### src/rtl/mixcol_engine.sv
// MixColumns / InvMixColumns engine with COLS_PER_CYCLE column lanes that are reused
// across the four columns of a block. Handshakes are valid/ready on both sides.
module mixcol_engine #(
  parameter int unsigned COLS_PER_CYCLE = 1
) (
  input  logic         clk_i,
  input  logic         rst_i,
  input  logic         valid_i,
  output logic         ready_o,
  input  logic         mode_i,
  input  logic [127:0] data_i,
  output logic         valid_o,
  input  logic         ready_i,
  output logic [127:0] data_o,
  output logic         busy_o
);

  localparam int unsigned NCYC = 4 / COLS_PER_CYCLE;
  localparam logic [1:0] LastCnt = 2'(NCYC - 1);

  localparam logic [1:0] StIdle = 2'd0;
  localparam logic [1:0] StBusy = 2'd1;
  localparam logic [1:0] StDone = 2'd2;

  logic [1:0]   state_q, state_d;
  logic [1:0]   cnt_q, cnt_d;
  logic         mode_q, mode_d;
  logic [127:0] work_q, work_d;

  // GF(2^8) multiply by x.
  function automatic logic [7:0] xtime(input logic [7:0] b);
    return {b[6:0], 1'b0} ^ (b[7] ? 8'h1b : 8'h00);
  endfunction

  // One column through the forward or inverse matrix.
  function automatic logic [31:0] mix_col(input logic [31:0] col, input logic inv);
    logic [7:0]  a  [4];
    logic [7:0]  x2 [4];
    logic [7:0]  x4 [4];
    logic [7:0]  x8 [4];
    logic [31:0] res;
    int          r1, r2, r3;
    res = '0;
    for (int r = 0; r < 4; r++) begin
      a[r]  = col[31-8*r -: 8];
      x2[r] = xtime(a[r]);
      x4[r] = xtime(x2[r]);
      x8[r] = xtime(x4[r]);
    end
    for (int r = 0; r < 4; r++) begin
      r1 = (r + 1) % 4;
      r2 = (r + 2) % 4;
      r3 = (r + 3) % 4;
      if (inv) begin
        res[31-8*r -: 8] = (x8[r] ^ x4[r] ^ x2[r]) ^ (x8[r1] ^ x2[r1] ^ a[r1]) ^
                           (x8[r2] ^ x4[r2] ^ a[r2]) ^ (x8[r3] ^ a[r3]);
      end else begin
        res[31-8*r -: 8] = x2[r] ^ (x2[r1] ^ a[r1]) ^ a[r2] ^ a[r3];
      end
    end
    return res;
  endfunction

  logic [31:0] cols    [4];
  logic [1:0]  col_idx [COLS_PER_CYCLE];
  logic [31:0] col_out [COLS_PER_CYCLE];

  for (genvar c = 0; c < 4; c++) begin : g_cols
    assign cols[c] = work_q[127-32*c -: 32];
  end

  // Column lanes: lane g handles column cnt*COLS_PER_CYCLE + g.
  for (genvar g = 0; g < COLS_PER_CYCLE; g++) begin : g_lane
    assign col_idx[g] = 2'(32'(cnt_q) * COLS_PER_CYCLE + g);
    assign col_out[g] = mix_col(cols[col_idx[g]], mode_q);
  end

  // Next-state: accept, transform one column group per edge, then hold result until taken.
  always_comb begin
    state_d = state_q;
    cnt_d   = cnt_q;
    mode_d  = mode_q;
    work_d  = work_q;
    case (state_q)
      StIdle: begin
        if (valid_i) begin
          work_d  = data_i;
          mode_d  = mode_i;
          cnt_d   = 2'd0;
          state_d = StBusy;
        end
      end
      StBusy: begin
        for (int c = 0; c < 4; c++) begin
          for (int g = 0; g < COLS_PER_CYCLE; g++) begin
            if (col_idx[g] == 2'(c)) work_d[127-32*c -: 32] = col_out[g];
          end
        end
        if (cnt_q == LastCnt) begin
          cnt_d   = 2'd0;
          state_d = StDone;
        end else begin
          cnt_d = cnt_q + 2'd1;
        end
      end
      StDone: begin
        if (ready_i) state_d = StIdle;
      end
      default: state_d = StIdle;
    endcase
  end

  // State registers; reset aborts any block in flight.
  always_ff @(posedge clk_i or posedge rst_i) begin
    if (rst_i) begin
      state_q <= StIdle;
      cnt_q   <= 2'd0;
      mode_q  <= 1'b0;
      work_q  <= '0;
    end else begin
      state_q <= state_d;
      cnt_q   <= cnt_d;
      mode_q  <= mode_d;
      work_q  <= work_d;
    end
  end

  assign ready_o = (state_q == StIdle);
  assign valid_o = (state_q == StDone);
  assign busy_o  = (state_q == StBusy) || (state_q == StDone);
  assign data_o  = work_q;

endmodule

### config.mk
export PLATFORM = sky130hd
export DESIGN_NAME = mixcol_engine
export DESIGN_NICKNAME = d
export VERILOG_FILES = /design/src/rtl/mixcol_engine.sv
export SDC_FILE = /design/constraint.sdc
export NUM_CORES = 1
export LEC_CHECK = 0
export ABC_AREA = 1
export CORE_ASPECT_RATIO = 1.5
export CORE_UTILIZATION = 48
export DETAILED_ROUTE_END_ITERATION = 6
export GPL_ROUTABILITY_DRIVEN = 0
export PLACE_DENSITY = 0.79
export SLEW_MARGIN = 20
export SYNTH_ARGS = -nofsm -noshare
export SYNTH_HDL_FRONTEND = slang
export SYNTH_SLANG_ARGS = --single-unit
### constraint.sdc
create_clock -name clk_i -period 4.75 [get_ports clk_i]
set_input_delay 1.1875 -clock clk_i [delete_from_list [all_inputs] [get_ports clk_i]]
set_output_delay 1.1875 -clock clk_i [all_outputs]
set_load 0.02 [all_outputs]
==> flow_summary.json, run 1 <==
{
  "yosysWarningCount": 0,
  "post_cts_resized": 0,
  "synth_enable_flop_cells": 0,
  "slew_headroom_pct": 32.6,
  "final.setup_skew_ns": 0.0109,
  "met2_usage_in_global_routing_pct": 60.0,
  "fraction_of_layout_cells_with_a_size_suffix_above_1_pct": 9.63,
  "detailedRoute.firstIterationViolations": 1290,
  "critPathMaxFanout": 44,
  "setup_violators_final": 0,
  "timing.critical_path.required_ns": 5.10,
  "maximum_operating_frequency_ghz": 0.245,
  "synth-main-ff-cell": "sky130_fd_sc_hd__dfrtp_1",
  "final-seq-area_um2": 3330,
  "violations_in_the_final_reports": "DRC",
  "netlist_area_um2": 12300,
  "clock_path_buffers": 2,
  "cts.sink_count": 133,
  "layout_common_cells": "562 x sky130_fd_sc_hd__nand2_1, 263 x sky130_fd_sc_hd__clkdlybuf4s50_1, 258 x sky130_fd_sc_hd__a21oi_1, 144 x sky130_fd_sc_hd__nor2_1, 132 x sky130_fd_sc_hd__nand3_1",
  "detailedRoute.firstPassIterationCount": 7,
  "chipHeight_um": 198,
  "finalWirelength_mm": 48.6,
  "part_of_the_cycle_the_worst_path_needs_pct": 85.9,
  "synth_adder_area_share_pct": 0.713,
  "insertedDiodeCount": 0,
  "routing_layer_with_the_top_usage_in_global_route": "met2",
  "grt_setup_unrepaired": "no",
  "start_util_pct": 48.9,
  "die-area_um2": 26200,
  "rrSetupSlack_ns": 0.67,
  "numPortBuffers": 263,
  "synth_simple_gate_area_share_pct": 34.0,
  "setup_total_negative_slack_ns": 0,
  "holdCritPathClass": "reg -> reg",
  "yosys.area.top_type": "sky130_fd_sc_hd__dfrtp_1",
  "global_route.overflow_total": 0,
  "area_growth_pct": 27.6,
  "synth_fp_nets": 1932,
  "final_max_slew_viol_count": 0,
  "holdBufCountCts": 0,
  "detail_route.vias_per_cell": 5.87,
  "clk_root_buffer_cell": "sky130_fd_sc_hd__clkbuf_16",
  "combinational_family_with_the_most_area_after_synthesis": "simple AND/OR/NAND/NOR gates",
  "area_of_the_multi_input_gates_um2": 8150,
  "route.antenna.remaining_nets": 0,
  "grt_usage_pct": 36.7,
  "design.final.nets": 2151,
  "fillerInstances": 2211,
  "path_clk_slew_ns": 0.06,
  "floorplan.rows": 71,
  "final_common_cell": "sky130_fd_sc_hd__nand2_1",
  "synth-xor-area-share_pct": 18.4,
  "drc": 1,
  "antenna_found_initial": 0,
  "worstMarginPinSlew_ns": 1.01,
  "clk_latency_ns": 0.44,
  "kind_of_end_point_of_the_critical_path": "flop",
  "grt_first_pass_wirelength_mm": 73.0,
  "place.detailed.hpwl_mm": 35.3,
  "grtUsageMet1_pct": 43.9,
  "grt_pass1_vias": 13098,
  "detailroute.via_count": 13795,
  "cts_setup_buffers": 0,
  "postSynthAreaPerCell_um2": 6.86,
  "dieWidth_um": 133,
  "detail_route.wl_per_cell_um": 20.7,
  "synth_compound_area_share_pct": 12.9,
  "synth.distinct_cells": 40,
  "yosys_register_bits": 133,
  "finalCriticalPeriod_ns": 4.08,
  "numCtsBuffers": 17,
  "synthArstFlopShare_pct": 100,
  "critPathArrivalTime_ns": 4.43,
  "run_status": "finished, violations left",
  "tritoncts": "done",
  "grtUsageMet3_pct": 5.97,
  "yosys-mux-area-fraction_pct": 0,
  "post_synth_main_area_contributors": "sky130_fd_sc_hd__dfrtp_1 27%, sky130_fd_sc_hd__nand2_1 17%, sky130_fd_sc_hd__a21oi_1 11%, sky130_fd_sc_hd__xor2_1 8.1%, sky130_fd_sc_hd__xnor2_1 6.5%",
  "fraction_of_the_yosys_area_taken_by_sequential_cells_pct": 27.1,
  "post_synth_inst_count": 1792,
  "io-pin-count": 264,
  "worst_setup_path_start_kind": "flop",
  "maxcap_violations": 0,
  "cts-htree-levels": 4,
  "post-synth-top-area-fraction_pct": 27.1,
  "path_class": "reg -> reg",
  "design.core.area_um2": 25100,
  "hold_viol": 0,
  "grt_max_degree": 97
}
==> kinds of logic after synthesis <==
family	Yosys count
AND/OR/NAND/NOR	949
adder cells (fa/ha/maj)	7
AO/OA/AOI/OAI	302
buffers and inverters	172
XOR/XNOR	229
flip-flops	133
==> per-stage QoR <==
| step | std cells | util (%) | setup slack, ns | hold slack [ns] | instance area [um^2] |
|---|---|---|---|---|---|
| 2_1_floorplan | 1792 | - | 0.00810 | 0.478 | 12300 |
| 3_3_place_gp | 2320 | 59.7 | 0.964 | 0.509 | 15000 |
| 3_5_place_dp | 2320 | 59.7 | 0.875 | 0.516 | 15000 |
| 4_1_cts | 2352 | 62.3 | 0.877 | 0.530 | 15700 |
| 5_1_grt | 2352 | 62.3 | 0.495 | 0.568 | 15700 |
| 6_report | 2352 | 62.3 | 0.672 | 0.530 | 15700 |
==> worst max-delay path, stage by stage (launching register included) <==
cell and delay, ns:
sky130_fd_sc_hd__dfrtp_2 0.76, sky130_fd_sc_hd__buf_4 0.54, sky130_fd_sc_hd__nand2_1 0.11, sky130_fd_sc_hd__nand3_1 0.09
sky130_fd_sc_hd__nand2_1 0.56, sky130_fd_sc_hd__inv_1 0.28, sky130_fd_sc_hd__nand2_2 0.12, sky130_fd_sc_hd__nand2_4 0.17
sky130_fd_sc_hd__nand2_2 0.09, sky130_fd_sc_hd__nand2_4 0.13, sky130_fd_sc_hd__inv_2 0.05, sky130_fd_sc_hd__nand2_1 0.07
sky130_fd_sc_hd__nand4_1 0.12, sky130_fd_sc_hd__nand3_1 0.11, sky130_fd_sc_hd__nand3_1 0.19, sky130_fd_sc_hd__nand2_1 0.21
sky130_fd_sc_hd__nand2_1 0.15, sky130_fd_sc_hd__a21oi_1 0.20
==> state kept, by name (all words and copies together), names as in the netlist <==
signal	cells
data_o	128
state_q	2
mode_q	1
cnt_q	2
==> final timing paths <==
path                                        startpoint                      to  cells past startpoint
worst max-delay path              cnt_q[0]$_DFFE_PP0P_  data_o[92]$_DFFE_PP0P_                     17
worst min-delay path            state_q[1]$_DFFE_PP0P_  state_q[1]$_DFFE_PP0P_                      2
worst max register to register    cnt_q[0]$_DFFE_PP0P_  data_o[92]$_DFFE_PP0P_                     17
worst min register to register  state_q[1]$_DFFE_PP0P_  state_q[1]$_DFFE_PP0P_                      2
max in group asynchronous                        rst_i  data_o[73]$_DFFE_PP0P_                      3
min in group asynchronous                        rst_i  data_o[26]$_DFFE_PP0P_                      2
==> metal layers <==
metal	part of all wire, %	vias to the layer above
met5	0	-
met4	7.5	0
met3	10	269
met2	47	995
met1	35	6347
li1	-	6184
==> Yosys cell counts, types with 16 or more instances <==
| master | number |
|---|---|
| sky130_fd_sc_hd__a21oi_1 | 258 |
| sky130_fd_sc_hd__buf_6 | 16 |
| sky130_fd_sc_hd__clkbuf_1 | 42 |
| sky130_fd_sc_hd__dfrtp_1 | 133 |
| sky130_fd_sc_hd__inv_1 | 81 |
| sky130_fd_sc_hd__nand2_1 | 562 |
| sky130_fd_sc_hd__nand2_2 | 53 |
| sky130_fd_sc_hd__nand2_4 | 22 |
| sky130_fd_sc_hd__nand3_1 | 132 |
| sky130_fd_sc_hd__nor2_1 | 144 |
| sky130_fd_sc_hd__xnor2_1 | 91 |
| sky130_fd_sc_hd__xor2_1 | 114 |
==> layout make-up <==
type,count,area share (%)
Clock buffer,22,3.09
Clock inverter,10,1.08
Inverter,95,2.37
Multi-Input combinational cell,1487,52.0
Sequential cell,133,21.3
Tap cell,328,2.62
Timing Repair Buffer,277,17.6
Power of run 1 is not shown: default switching activity piles up to over one toggle a cycle in this logic, so the estimate is an artifact.
==> run 2: changes to the inputs <==
Settings changed: ABC_AREA 1 to not set, CORE_UTILIZATION 48 to 45, PLACE_DENSITY 0.79 to 0.78.
==> run 2 against run 1 <==
Final area is 17% lower. Sequential share of layout area increased by 4.2 points. Synthesized area is 21% lower. Maximum frequency up 4.9%. Worst setup slack better by 0.19 ns. First-iteration DRC count decreased by 38%. Routed wire length is 27% lower. Largest cell class unchanged. Highest routed layer unchanged. Flip-flop and latch count stayed put. Die area down 15%. Register-to-register slack better by 0.19 ns. The flow now finishes without violations. Utilization shrank 0.28 points. Count of clock-buffer cells in the layout fell by 4.
==> flow_summary.json, run 2 <==
{
  "detailedRoute.firstIterationViolations": 804,
  "fraction_of_the_yosys_area_taken_by_sequential_cells_pct": 34.3,
  "part_of_the_cycle_the_worst_path_needs_pct": 81.8,
  "grt_usage_pct": 32.9,
  "hold_viol": 0,
  "cts.sink_count": 133,
  "grt_setup_unrepaired": "no",
  "synth-main-ff-cell": "sky130_fd_sc_hd__dfrtp_1",
  "final.setup_skew_ns": 0.0125,
  "layout_common_cells": "263 x sky130_fd_sc_hd__clkdlybuf4s50_1, 133 x sky130_fd_sc_hd__xnor2_1, 131 x sky130_fd_sc_hd__dfrtp_1, 130 x sky130_fd_sc_hd__o21ai_0, 111 x sky130_fd_sc_hd__nand2_1",
  "worstMarginPinSlew_ns": 1.07,
  "detail_route.wl_per_cell_um": 24.1,
  "rrSetupSlack_ns": 0.86,
  "detailroute.via_count": 8870,
  "start_util_pct": 46.1,
  "fraction_of_layout_cells_with_a_size_suffix_above_1_pct": 9.50,
  "kind_of_end_point_of_the_critical_path": "flop",
  "path_clk_slew_ns": 0.07,
  "synth_compound_area_share_pct": 15.0,
  "finalWirelength_mm": 35.4,
  "post_synth_inst_count": 958,
  "clk_root_buffer_cell": "sky130_fd_sc_hd__clkbuf_16",
  "antenna_found_initial": 1,
  "worst_setup_path_start_kind": "flop",
  "cts-htree-levels": 4,
  "floorplan.rows": 65,
  "grt_first_pass_wirelength_mm": 53.5,
  "post-synth-top-area-fraction_pct": 34.3,
  "synthArstFlopShare_pct": 100,
  "ff2ff_path_depth": 8,
  "critPathMaxFanout": 20,
  "io-pin-count": 264,
  "dieWidth_um": 122,
  "grt_max_degree": 86,
  "max_reg_flops": 128,
  "delay_of_the_slowest_cell_on_the_worst_path_ns": 0.74,
  "synth_enable_flop_cells": 0,
  "yosysWarningCount": 0,
  "synth-xor-area-share_pct": 28.4,
  "setup_violators_final": 0,
  "place.detailed.hpwl_mm": 26.5,
  "drc": 0,
  "numCtsBuffers": 17,
  "synth.top_cells.by_count": "133 x sky130_fd_sc_hd__dfrtp_1, 133 x sky130_fd_sc_hd__xnor2_1, 130 x sky130_fd_sc_hd__o21ai_0",
  "numPortBuffers": 263,
  "combinational_family_with_the_most_area_after_synthesis": "XOR/XNOR gates",
  "synth_fp_nets": 1098,
  "yosys.area.top_type": "sky130_fd_sc_hd__dfrtp_1",
  "netlist_area_um2": 9720,
  "synth_adder_area_share_pct": 0.901,
  "finalCriticalPeriod_ns": 3.89,
  "final_max_slew_viol_count": 0,
  "timing.critical_path.required_ns": 5.03,
  "critPathArrivalTime_ns": 4.17,
  "postSynthAreaPerCell_um2": 10.1,
  "post_cts_resized": 0,
  "run_status": "complete, no violations",
  "regToRegStartpoint": "cnt_q[1]$_DFFE_PP0P_",
  "tritoncts": "done",
  "detail_route.vias_per_cell": 6.03,
  "synth_simple_gate_area_share_pct": 9.01,
  "cp-startpoint": "cnt_q[1]$_DFFE_PP0P_",
  "clock_path_buffers": 2,
  "maxcap_violations": 0,
  "cp_slowest_cell": "sky130_fd_sc_hd__mux4_2",
  "yosys_register_bits": 133,
  "setup_total_negative_slack_ns": 0,
  "r2r-end": "data_o[94]$_DFFE_PP0P_",
  "detailedRoute.firstPassIterationCount": 7,
  "chipHeight_um": 182,
  "final_common_cell": "sky130_fd_sc_hd__clkdlybuf4s50_1",
  "fillerInstances": 1668,
  "design.core.area_um2": 21100,
  "yosys-mux-area-fraction_pct": 8.10,
  "slew_headroom_pct": 28.7,
  "path_class": "reg -> reg",
  "clk_latency_ns": 0.44,
  "maximum_operating_frequency_ghz": 0.257,
  "area_growth_pct": 34.5,
  "cts_setup_buffers": 0,
  "post_synth_main_area_contributors": "sky130_fd_sc_hd__dfrtp_1 34%, sky130_fd_sc_hd__xnor2_1 12%, sky130_fd_sc_hd__xnor3_1 8.3%, sky130_fd_sc_hd__o21ai_0 6.7%, sky130_fd_sc_hd__mux4_2 5.6%",
  "grt_pass1_vias": 9101,
  "holdCritPathClass": "reg -> reg",
  "holdBufCountCts": 0,
  "timing.critical_path.cells": "buf_4, mux4_2, xor2_1, xnor2_2, xnor3_1, and3_1, o21ai_1, a21oi_1",
  "route.antenna.remaining_nets": 0,
  "capture_point_of_the_critical_path": "data_o[94]$_DFFE_PP0P_",
  "synth.distinct_cells": 46,
  "global_route.overflow_total": 0,
  "design.final.nets": 1327,
  "die-area_um2": 22200
}
## run 2: cell count changes after synthesis, sizes merged, moves of 13 or more
cell / previous run / this run
a21oi: 266 / 45
a31oi: 0 / 24
inv: 95 / 8
mux4: 0 / 32
nand2: 638 / 111
nand3: 144 / 1
nor2: 144 / 74
o21ai: 27 / 152
o31ai: 0 / 25
or3: 0 / 13
xnor2: 105 / 151
xnor3: 0 / 36
xor2: 124 / 38
## run 2: metal layers
metal	up-vias	routed length (um)	global-route usage, %
li1	3794	-	-
met3	143	3010	5.90
met5	-	0	0
met1	4319	12400	40.0
met2	614	17900	53.8
met4	0	1990	19.8
## run 2: how the worst min path moves through the flow
| stage | to | from | depth (start not counted) |
|---|---|---|---|
| after floorplan | state_q[1]$_DFFE_PP0P_ | state_q[1]$_DFFE_PP0P_ | 2 |
| after global placement | data_o[74]$_DFFE_PP0P_ | data_o[74]$_DFFE_PP0P_ | 2 |
| after detailed placement | data_o[34]$_DFFE_PP0P_ | data_o[34]$_DFFE_PP0P_ | 2 |
| after CTS | data_o[10]$_DFFE_PP0P_ | data_o[10]$_DFFE_PP0P_ | 2 |
| after global routing | data_o[42]$_DFFE_PP0P_ | data_o[42]$_DFFE_PP0P_ | 2 |
| final | data_o[49]$_DFFE_PP0P_ | data_o[49]$_DFFE_PP0P_ | 2 |
## run 2: metrics by stage
stage	setup WS (ns)	utilization [%]	instance area, um^2	std cells	hold WS, ns
6_report	0.864	62.0	13100	1470	0.511
2_1_floorplan	0.00810	-	9720	958	0.504
5_1_grt	0.710	62.0	13100	1469	0.545
4_1_cts	0.910	62.0	13100	1468	0.516
3_5_place_dp	0.943	59.4	12500	1436	0.499
3_3_place_gp	1.02	59.4	12500	1436	0.482
## run 2: cell families (layout without fill, tap and decap cells)
kind of cell	Yosys count	in the layout
AOI/OAI and AO/OA	260	260
xor gates and xnor gates	229	229
adders and majority gates	7	7
buffers and inverters	82	324
DFF	133	133
muxes	35	35
other	0	2
and+or+nand+nor	212	212
## run 2: worst max-delay path, delay by kind of cell (launching register included)
family                    cells  cell delay, ns
xor gates and xnor gates      3            1.07
DFF                           1            0.73
and+or+nand+nor               1            0.22
muxes                         1            0.74
buffers and inverters         1            0.33
AOI/OAI and AO/OA             2            0.61
## run 2: layout make-up
| cell class | count | area (um^2) | share of cell area [%] |
|---|---|---|---|
| sequential | 133 | 3330 | 25.5 |
| clock inverter | 14 | 119 | 0.910 |
| antenna | 2 | 5.00 | 0.0383 |
| tap | 268 | 335 | 2.57 |
| clock buffer | 18 | 439 | 3.36 |
| multi-input combinational | 743 | 6010 | 46.0 |
| timing repair buffer | 283 | 2800 | 21.4 |
| inverter | 9 | 38.8 | 0.297 |
Power of run 2 is left out for the same reason.
==> run 3: changes to the inputs <==
Settings changed: CORE_UTILIZATION 45 to 50, PLACE_DENSITY 0.78 to 0.82.
Clock period 4.75 ns to 4 ns, I/O delays scaled along.
==> run 3 against run 2 <==
Final area is 0.86% higher. Hold slack worse by 0.0019 ns. Worst setup slack worse by 0.66 ns. Cell count stayed put. Die area is 9.9% lower. Utilization is 7.0 points higher. Critical path depth is 1 higher. Global-route usage is 4.1 points higher. Via count is 0.86% higher. Count of clock-buffer cells in the layout is 1 higher.
==> flow_summary.json, run 3 (synthesis results as in run 2) <==
{
  "grt_max_degree": 105,
  "numPortBuffers": 263,
  "place.detailed.hpwl_mm": 26.2,
  "setup_total_negative_slack_ns": 0,
  "area_of_the_multi_input_gates_um2": 5990,
  "place_area_um2": 12600,
  "detail_route.wl_per_cell_um": 24.2,
  "detail_route.vias_per_cell": 6.09,
  "critPathArrivalTime_ns": 4.05,
  "final-seq-area_um2": 3330,
  "detailedRoute.firstIterationViolations": 898,
  "finalCriticalPeriod_ns": 3.80,
  "path_class": "reg -> reg",
  "route.antenna.remaining_nets": 0,
  "clk_latency_ns": 0.44,
  "tritoncts": "done",
  "cts_setup_buffers": 0,
  "grt_pass1_vias": 9329,
  "timing.critical_path.required_ns": 4.25,
  "dieWidth_um": 116,
  "post_cts_resized": 0,
  "die-area_um2": 20000,
  "worst_setup_path_start_kind": "flop",
  "grt_setup_unrepaired": "no",
  "worstMarginPinSlew_ns": 1.12,
  "holdWs_ns": 0.509,
  "run_status": "complete, no violations",
  "slew_headroom_pct": 25.6,
  "antenna_found_initial": 0,
  "kind_of_end_point_of_the_critical_path": "flop",
  "design.core.area_um2": 19100,
  "layout_common_cells": "263 x sky130_fd_sc_hd__clkdlybuf4s50_1, 133 x sky130_fd_sc_hd__xnor2_1, 131 x sky130_fd_sc_hd__dfrtp_1, 130 x sky130_fd_sc_hd__o21ai_0, 111 x sky130_fd_sc_hd__nand2_1",
  "clk_root_buffer_cell": "sky130_fd_sc_hd__clkbuf_16",
  "final.setup_skew_ns": 0.0115,
  "part_of_the_cycle_the_worst_path_needs_pct": 95.0,
  "area_growth_pct": 35.7,
  "cts.sink_count": 133,
  "cts-htree-levels": 4,
  "detailroute.via_count": 8946,
  "numCtsBuffers": 17,
  "design.final.nets": 1341,
  "maximum_operating_frequency_ghz": 0.263,
  "holdCritPathClass": "reg -> reg",
  "fillerInstances": 1426,
  "finalWorstSetupSlack_ns": 0.202,
  "fraction_of_layout_cells_with_a_size_suffix_above_1_pct": 10.5,
  "setup_violators_final": 0,
  "maxcap_violations": 0,
  "floorplan.rows": 62,
  "drc": 0,
  "insertedDiodeCount": 0,
  "grt_first_pass_wirelength_mm": 54.3,
  "clock_path_buffers": 2,
  "global_route.overflow_total": 0,
  "post-place-ws_ns": 0.288,
  "critPathMaxFanout": 20,
  "chipHeight_um": 173,
  "max_reg_flops": 128,
  "grt_usage_pct": 37.0,
  "detailedRoute.firstPassIterationCount": 6,
  "final_common_cell": "sky130_fd_sc_hd__clkdlybuf4s50_1",
  "path_clk_slew_ns": 0.06,
  "finalWirelength_mm": 35.6,
  "start_util_pct": 50.9,
  "holdBufCountCts": 0,
  "io-pin-count": 264,
  "hold_viol": 0,
  "final_max_slew_viol_count": 0,
  "postLayoutCellArea_um2": 13200
}
[run 3: path summary, 6_finish.rpt]
kind,from,to,slack (ns),depth (start not counted)
min in group asynchronous,rst_i,data_o[15]$_DFFE_PP0P_,0.95,2
max in group asynchronous,rst_i,data_o[108]$_DFFE_PP0P_,2.25,3
worst min register to register,data_o[84]$_DFFE_PP0P_,data_o[84]$_DFFE_PP0P_,0.51,2
worst min-delay path,data_o[84]$_DFFE_PP0P_,data_o[84]$_DFFE_PP0P_,0.51,2
worst max register to register,cnt_q[1]$_DFFE_PP0P_,data_o[3]$_DFFE_PP0P_,0.20,9
worst max-delay path,cnt_q[1]$_DFFE_PP0P_,data_o[3]$_DFFE_PP0P_,0.20,9
[run 3: metrics by stage]
stage / util (%) / instances
floorplan: - / 958
global route: 69.1 / 1470
global placement: 66.0 / 1438
finish: 69.1 / 1470
detailed placement: 66.0 / 1438
CTS: 69.0 / 1470
[run 3: layer usage]
metal	wire length, um	track usage (%)	vias up	part of all wire (%)
li1	-	-	3815	-
met5	0	0	-	0
met3	3100	7.54	160	8.7
met1	12400	45.0	4319	35
met4	2210	22.8	0	6.2
met2	18000	59.7	652	50
[run 3: critical path, stage by stage (launching register included)]
cell                      delay, ns
sky130_fd_sc_hd__dfrtp_2       0.71
sky130_fd_sc_hd__buf_4         0.29
sky130_fd_sc_hd__mux4_2        0.73
sky130_fd_sc_hd__xnor2_1       0.40
sky130_fd_sc_hd__buf_4         0.21
sky130_fd_sc_hd__xor3_1        0.26
sky130_fd_sc_hd__xnor2_1       0.20
sky130_fd_sc_hd__xnor3_1       0.25
sky130_fd_sc_hd__a21oi_1       0.38
sky130_fd_sc_hd__a31oi_1       0.15
[run 3: area by class of cell]
class                      instances  share of cell area [%]
multi-input combinational        743                    45.4
sequential                       133                    25.3
timing repair buffer             297                    22.2
clock buffer                      19                    3.36
tap                              256                    2.43
clock inverter                    13                    1.02
inverter                           9                   0.285
Power of run 3 is left out for the same reason.
